## src/rtl/data_mem_pkg.sv

```systemverilog
// Shared types and the power-on init pattern for the data memory slice.
package data_mem_pkg;

    localparam int unsigned DataWidth = 8;
    localparam int unsigned AddrWidth = 8;
    localparam int unsigned MaxDw     = 64;

    typedef enum logic [0:0] {
        INIT,
        RUN
    } state_e;

    // Widest supported word; callers truncate to their own data width.
    function automatic logic [MaxDw-1:0] init_word(input logic             addr_lsb,
                                                   input logic [MaxDw-1:0] even_val,
                                                   input logic [MaxDw-1:0] odd_val);
        return addr_lsb ? odd_val : even_val;
    endfunction

endpackage

```

## src/rtl/data_mem_seq_array.sv

```systemverilog
// DEPTH x DW storage: one synchronous write port, one asynchronous read port.
module mem_array_1p #(
    parameter int unsigned DW    = 8,
    parameter int unsigned DEPTH = 256,
    parameter int unsigned IW    = (DEPTH > 1) ? $clog2(DEPTH) : 1
) (
    input  logic          Clk,
    input  logic          we,
    input  logic [IW-1:0] waddr,
    input  logic [DW-1:0] wdata,
    input  logic [IW-1:0] raddr,
    output logic [DW-1:0] rdata
);

    logic [DW-1:0] mem [DEPTH];

    always_ff @(posedge Clk) begin
        if (we) begin
            mem[waddr] <= wdata;
        end
    end

    assign rdata = mem[raddr];

endmodule

```

## src/rtl/data_mem_seq.sv

```systemverilog
// Registered-output data memory with init sweep, valid/ready requests and
// range checking; returns memory data or the ALU result per request.
module data_mem_seq
    import data_mem_pkg::*;
#(
    parameter int unsigned    DW         = DataWidth,
    parameter int unsigned    AW         = AddrWidth,
    parameter int unsigned    DEPTH      = 256,
    parameter int unsigned    INIT_COUNT = 30,
    parameter logic [DW-1:0]  INIT_EVEN  = 8'h55,
    parameter logic [DW-1:0]  INIT_ODD   = 8'h05
) (
    input  logic          Clk,
    input  logic          Reset,
    input  logic          ReqValid,
    output logic          ReqReady,
    input  logic          WriteEn,
    input  logic          MemToReg,
    input  logic [DW-1:0] ALUdata,
    input  logic [AW-1:0] DataAddress,
    input  logic [DW-1:0] DataIn,
    output logic [DW-1:0] DataOut,
    output logic          RspValid,
    output logic          AddrErr,
    output logic          InitDone
);

    localparam int unsigned IW = (DEPTH > 1) ? $clog2(DEPTH) : 1;

    state_e        state_q, state_d;
    logic [AW-1:0] cnt_q, cnt_d;
    logic          init_we;

    logic          accept, addr_ok, wr_acc;
    logic          mem_we;
    logic [IW-1:0] mem_waddr;
    logic [DW-1:0] mem_wdata, mem_rdata, init_val;

    logic          rsp_valid_d, addr_err_d;
    logic [DW-1:0] data_d;

    // State register
    always_ff @(posedge Clk) begin
        if (Reset) begin
            state_q <= INIT;
            cnt_q   <= '0;
        end else begin
            state_q <= state_d;
            cnt_q   <= cnt_d;
        end
    end

    // Next-state logic
    always_comb begin
        state_d = state_q;
        cnt_d   = cnt_q;
        unique case (state_q)
            INIT: begin
                cnt_d = cnt_q + 1'b1;
                if (cnt_q == AW'(INIT_COUNT - 1)) begin
                    state_d = RUN;
                end
            end
            RUN: ;
            default: state_d = INIT;
        endcase
    end

    // Output logic
    always_comb begin
        ReqReady = 1'b0;
        InitDone = 1'b0;
        init_we  = 1'b0;
        unique case (state_q)
            INIT: init_we = 1'b1;
            RUN: begin
                ReqReady = 1'b1;
                InitDone = 1'b1;
            end
            default: ;
        endcase
    end

    assign init_val = DW'(init_word(cnt_q[0], MaxDw'(INIT_EVEN), MaxDw'(INIT_ODD)));

    // DEPTH may be 2**AW, so compare with one extra bit.
    assign addr_ok = ({1'b0, DataAddress} < (AW + 1)'(DEPTH));
    assign accept  = ReqValid & ReqReady;
    assign wr_acc  = accept & WriteEn & addr_ok;

    // Nothing is written in a Reset cycle, including a presented request.
    assign mem_we    = ~Reset & (init_we | wr_acc);
    assign mem_waddr = init_we ? cnt_q[IW-1:0] : DataAddress[IW-1:0];
    assign mem_wdata = init_we ? init_val : DataIn;

    mem_array_1p #(
        .DW    (DW),
        .DEPTH (DEPTH),
        .IW    (IW)
    ) u_array (
        .Clk   (Clk),
        .we    (mem_we),
        .waddr (mem_waddr),
        .wdata (mem_wdata),
        .raddr (DataAddress[IW-1:0]),
        .rdata (mem_rdata)
    );

    always_comb begin
        rsp_valid_d = accept & ~WriteEn;
        addr_err_d  = accept & ~addr_ok & (WriteEn | MemToReg);
        data_d      = DataOut;
        if (rsp_valid_d) begin
            if (!MemToReg) begin
                data_d = ALUdata;
            end else if (addr_ok) begin
                data_d = mem_rdata;
            end else begin
                data_d = '0;
            end
        end
    end

    always_ff @(posedge Clk) begin
        if (Reset) begin
            RspValid <= 1'b0;
            AddrErr  <= 1'b0;
            DataOut  <= '0;
        end else begin
            RspValid <= rsp_valid_d;
            AddrErr  <= addr_err_d;
            DataOut  <= data_d;
        end
    end

endmodule

```

## config.mk

```make
export PLATFORM = sky130hd
export DESIGN_NAME = data_mem_seq
export DESIGN_NICKNAME = d
export VERILOG_FILES = /design/src/rtl/data_mem_pkg.sv /design/src/rtl/data_mem_seq_array.sv /design/src/rtl/data_mem_seq.sv
export SDC_FILE = /design/constraint.sdc
export NUM_CORES = 2
export LEC_CHECK = 0
export ABC_AREA = 1
export CAP_MARGIN = 25
export CORE_ASPECT_RATIO = 1.5
export CORE_MARGIN = 1
export CORE_UTILIZATION = 25
export CTS_BUF_LIST = sky130_fd_sc_hd__clkbuf_4 sky130_fd_sc_hd__clkbuf_8
export CTS_CLUSTER_SIZE = 28
export DETAILED_ROUTE_END_ITERATION = 6
export PLACE_DENSITY = 0.46
export SLEW_MARGIN = 25
export SYNTH_ARGS = -nofsm -noshare
export SYNTH_HDL_FRONTEND = slang
export SYNTH_SLANG_ARGS = --single-unit
export TNS_END_PERCENT = 100
```

## constraint.sdc

```tcl
create_clock -name Clk -period 8.2 [get_ports Clk]
set_input_delay 1.64 -clock Clk [delete_from_list [all_inputs] [get_ports Clk]]
set_output_delay 1.64 -clock Clk [all_outputs]
set_load 0.005 [all_outputs]
```

# Word-level counts from Yosys, hierarchy flattened
# Memories as Yosys holds them, arrays and structs flattened.
# Cells that the tools add are included.
# W data, S select, Z words.
# word_totals
regBits	18
mem_bits_rw	2048
in_bits	29
out_inout_bits	12
elab_cells	24
memories	1
# mem_list
name	depth	width	read_ports	rd_clocked_by_memory_dff	wr	line_no	text
u_array.mem	256	8	1	0	1	data_mem_seq_array.sv:15	logic [DW-1:0] mem [DEPTH];
# op_classes
n_addsub	1
eq_ne	1
muxes	10
n_bitwise	7
# ops
operator	n
$mux W8	3
$add A8 B1 Y8 const B	1
$eq A8 B5 Y1 const B	1
$mux W7	1
$mux W1	6
$and A1 B1 Y1	4
$not A1 Y1	2
$or A1 B1 Y1	1

# Logic depth before layout (Yosys ltp)
# logic_depth
ltp_word	7
ltp_mapped	17
depth_no_buf	13

# Cells and area by module
# Synthesis repeated with hierarchy kept, for this count alone.
# hier_totals
cells_unflattened	7179
area_unflattened_um2	84332.1
# modules_own_cells
module	n_inst	cells_each	area_per_inst_um2	seq_area_each_um2
mem_array_1p	1	6995	83236.1	61499.0
data_mem_seq	1	184	1096.1	360.3

# Worst setup path before layout
# No wires, ideal clock.
# synth_path
path_kind	input port to flip-flop
start	in DataIn[4]
end	mem u_array.mem[0][4], data pin
setup_time_ps	823
arrival_time_ps	4680
path_slack_ps	2697
stages	2
path_buffers	0
path_cell_list	nand2_1 nand2_1
# synth_via
elab_chain_cells	1
# synth_rtl
item	line_no	text
start: declaration	data_mem_seq.sv:21	input logic [DW-1:0] DataIn,
$mux W8	data_mem_seq.sv:94	assign mem_wdata = init_we ? init_val : DataIn;
named net mem_wdata[4]	data_mem_seq.sv:37	logic [DW-1:0] mem_wdata, mem_rdata, init_val;
end: declaration	data_mem_seq_array.sv:15	
# The timed path passes the listed nets, and every way through them passes these cells.

# Worst setup path in the final report
# layout_path
start	in DataAddress[7]
end	mem u_array.mem[192][4], enable pin
# layout_via
elab_chain_cells	1
# layout_rtl
item	line_no	text
start: declaration	data_mem_seq.sv:20	input logic [AW-1:0] DataAddress,
$mux W8	data_mem_seq.sv:93	assign mem_waddr = init_we ? cnt_q[IW-1:0] : DataAddress[IW-1:0];
# No other way between the ends.

==> flow_summary.toml <==
[outcome]
status = "finished clean"

[logic_synthesis]
syn_avg_cell_area_um2 = 11.8
ys_types = 26
postSynthCellCount = 7138
netlist_area_um2 = 84200
yosysWarnings = 0
ys_seq_elements = 2066
ys_seq_area_frac = 0.735
synth_nets = 7169

[sta]
timing.fmax_mhz = 189
setup_tns_ns = 0
hold_viol = 0
layout_setup_ws_ns = 2.91
rsz0062_at_grt = "false"
fin_crit_sh = 0.645
worstMarginPinSlew_ns = 1.11
min_period_ns = 5.29
fin_worst_skew_ns = 0.0505
finalSetupViolCount = 0
drv_slew = 0
slew_headroom = 0.261

[detailed_routing]
drc = 0
wirelength_um = 265000
drtAntennaViolNets = 0
wl_per_cell_um = 22.6
dr.pass1.iters = 6
viasPerCell = 4.66
drtIter0Drc = 4347
vias = 54749

[setup_path]
worst-setup-path-type = "primary input to flip-flop"
critPathCaptureType = "flip-flop"
crit_arrival_ns = 5.90
path_max_fanout = 17
startpoint_type = "primary input"
critPathRequiredTime_ns = 8.81

[floorplanning]
initial_core_util = 0.252
placementRows = 260
core_area_um2 = 335000
ios = 41
dieHeight_um = 713
die_w_um = 476
dieArea_um2 = 339000

[place]
port_buffers = 39
hpwlAfterDp_um = 154000
pre_cts_ws_ns = 1.85
place_congestion = 0.893

[clock_tree]
cts.sinks = 2066
clockBufferDepth = 4
htreeDepth = 5
cts_buffers = 298
path_clk_slew_ns = 0.07
cts-root-buf = "clkbuf_8"
ctsResizeCount = 0
post_cts_buffers = 0
cts_tree = "yes"
cts_hold_buf = 0
clk_latency_ns = 1.00

[global_route]
grt.total_usage = 0.153
overflow = 0
grt_pass1_vias = 55789
grt_max_degree = 190
grt_pass1_wl_um = 381000
antenna_found_initial = 4

[power]
power.total_mw = 20.9
irDropWorstVdd_mv = 0.122
leakage_nw = 31.4
powerDensity_nw_per_um2 = 221

[layout]
final_nets = 7103
drive_gt1_frac = 0.0812
area_delta_synth_final_pct = 12.3

[min_path]
hp-class = "flip-flop to flip-flop"

[flow_run]
cap_violations = 0
## stage by stage
| stage | hold slack, ns | cells | utilization | instance area (um2) |
|---|---|---|---|---|
| finish | 0.464 | 11745 | 0.283 | 94600 |
| detailed placement | 0.457 | 11222 | 0.265 | 88800 |
| CTS | 0.467 | 11738 | 0.282 | 94500 |
| global route | 0.489 | 11743 | 0.283 | 94600 |
| global placement | 0.462 | 11222 | 0.265 | 88700 |
| floorplan | 0.462 | 7138 | - | 84200 |
## registers in the layout, indices dropped and copies added, names as in the netlist
name	flops
cnt_q	8
DataOut	8
RspValid	1
u_array.mem	2048
state_q	1
## critical path: stages
cell	delay, ns
clkdlybuf4s50_1	0.75
clkinv_1	0.80
nand2_1	0.22
o21ai_0	0.17
nor2_1	0.57
nand3_1	0.85
nor2_1	0.85
## power by group
part	switching [mW]	internal, mW
Combinational	0.935	0.294
Sequential	0.00293	11.5
Clock	4.01	4.21
Total	4.94	16.0
## logic make-up (layout without fill, tap and decap cells)
family                     after synthesis  after routing  synth area share
DFF                                   2066           2066             0.735
and+or+nand+nor                       4494           4494             0.231
buffers and inverters                  545            695            0.0316
other                                    1              4         0.0000445
adders and majority gates                2              2          0.000297
AOI/OAI and AO/OA                       30             30           0.00190
## cells in the final DEF (no fill, tap or decap), types with 26 or more instances in the layout
cell and instances:
clkbuf_4 81, nand2_1 2134, clkbuf_8 312, buf_12 27, clkdlybuf4s50_1 33, nor2_1 283, clkinv_2 26, inv_1 40
buf_4 59, nand3_1 2026, clkinv_1 73, edfxtp_1 2048
## cell usage after synthesis, drive strengths merged
master	instances	share of area
nand2	2149	0.096
edfxtp	2048	0.73
nand3	2026	0.12
buf	400	0.025
nor2	307	0.014
clkbuf	92	0.0041
inv	50	0.0023
a21oi	20	0.0013
dfxtp	18	0.0043
o21ai	9	0.00053
nor3	5	0.00030
and3	3	0.00022
clkinv	3	0.00013
ha	2	0.00030
or2	2	0.00015
a211oi	1	0.000089
conb	1	0.000045
nand4	1	0.000074
nor3b	1	0.000089
## path summary, 6_finish.rpt
path	from	to	slack, ns	cells after the start
max reg2reg	state_q	u_array.mem[192][4]	4.19	6
min	DataOut[7]	DataOut[7]	0.46	2
min reg2reg	DataOut[7]	DataOut[7]	0.46	2
max	DataAddress[7]	u_array.mem[192][4]	2.91	7
## area by class of cell
class	count	area, um2
Timing Repair Buffer	126	1410
Inverter	53	263
Sequential cell	2066	61900
Clock inverter	123	830
Fill cell	34461	240000
Tap cell	4454	5570
Multi-Input combinational cell	4527	19700
Clock buffer	393	4900
Antenna cell	3	7.51
## layer usage
metal	wire, um	GRT usage
met1	102000	0.175
met4	13500	0.0763
met5	15	0
met3	12800	0.0211
met2	137000	0.277
Power figures use the tool's default switching activity.
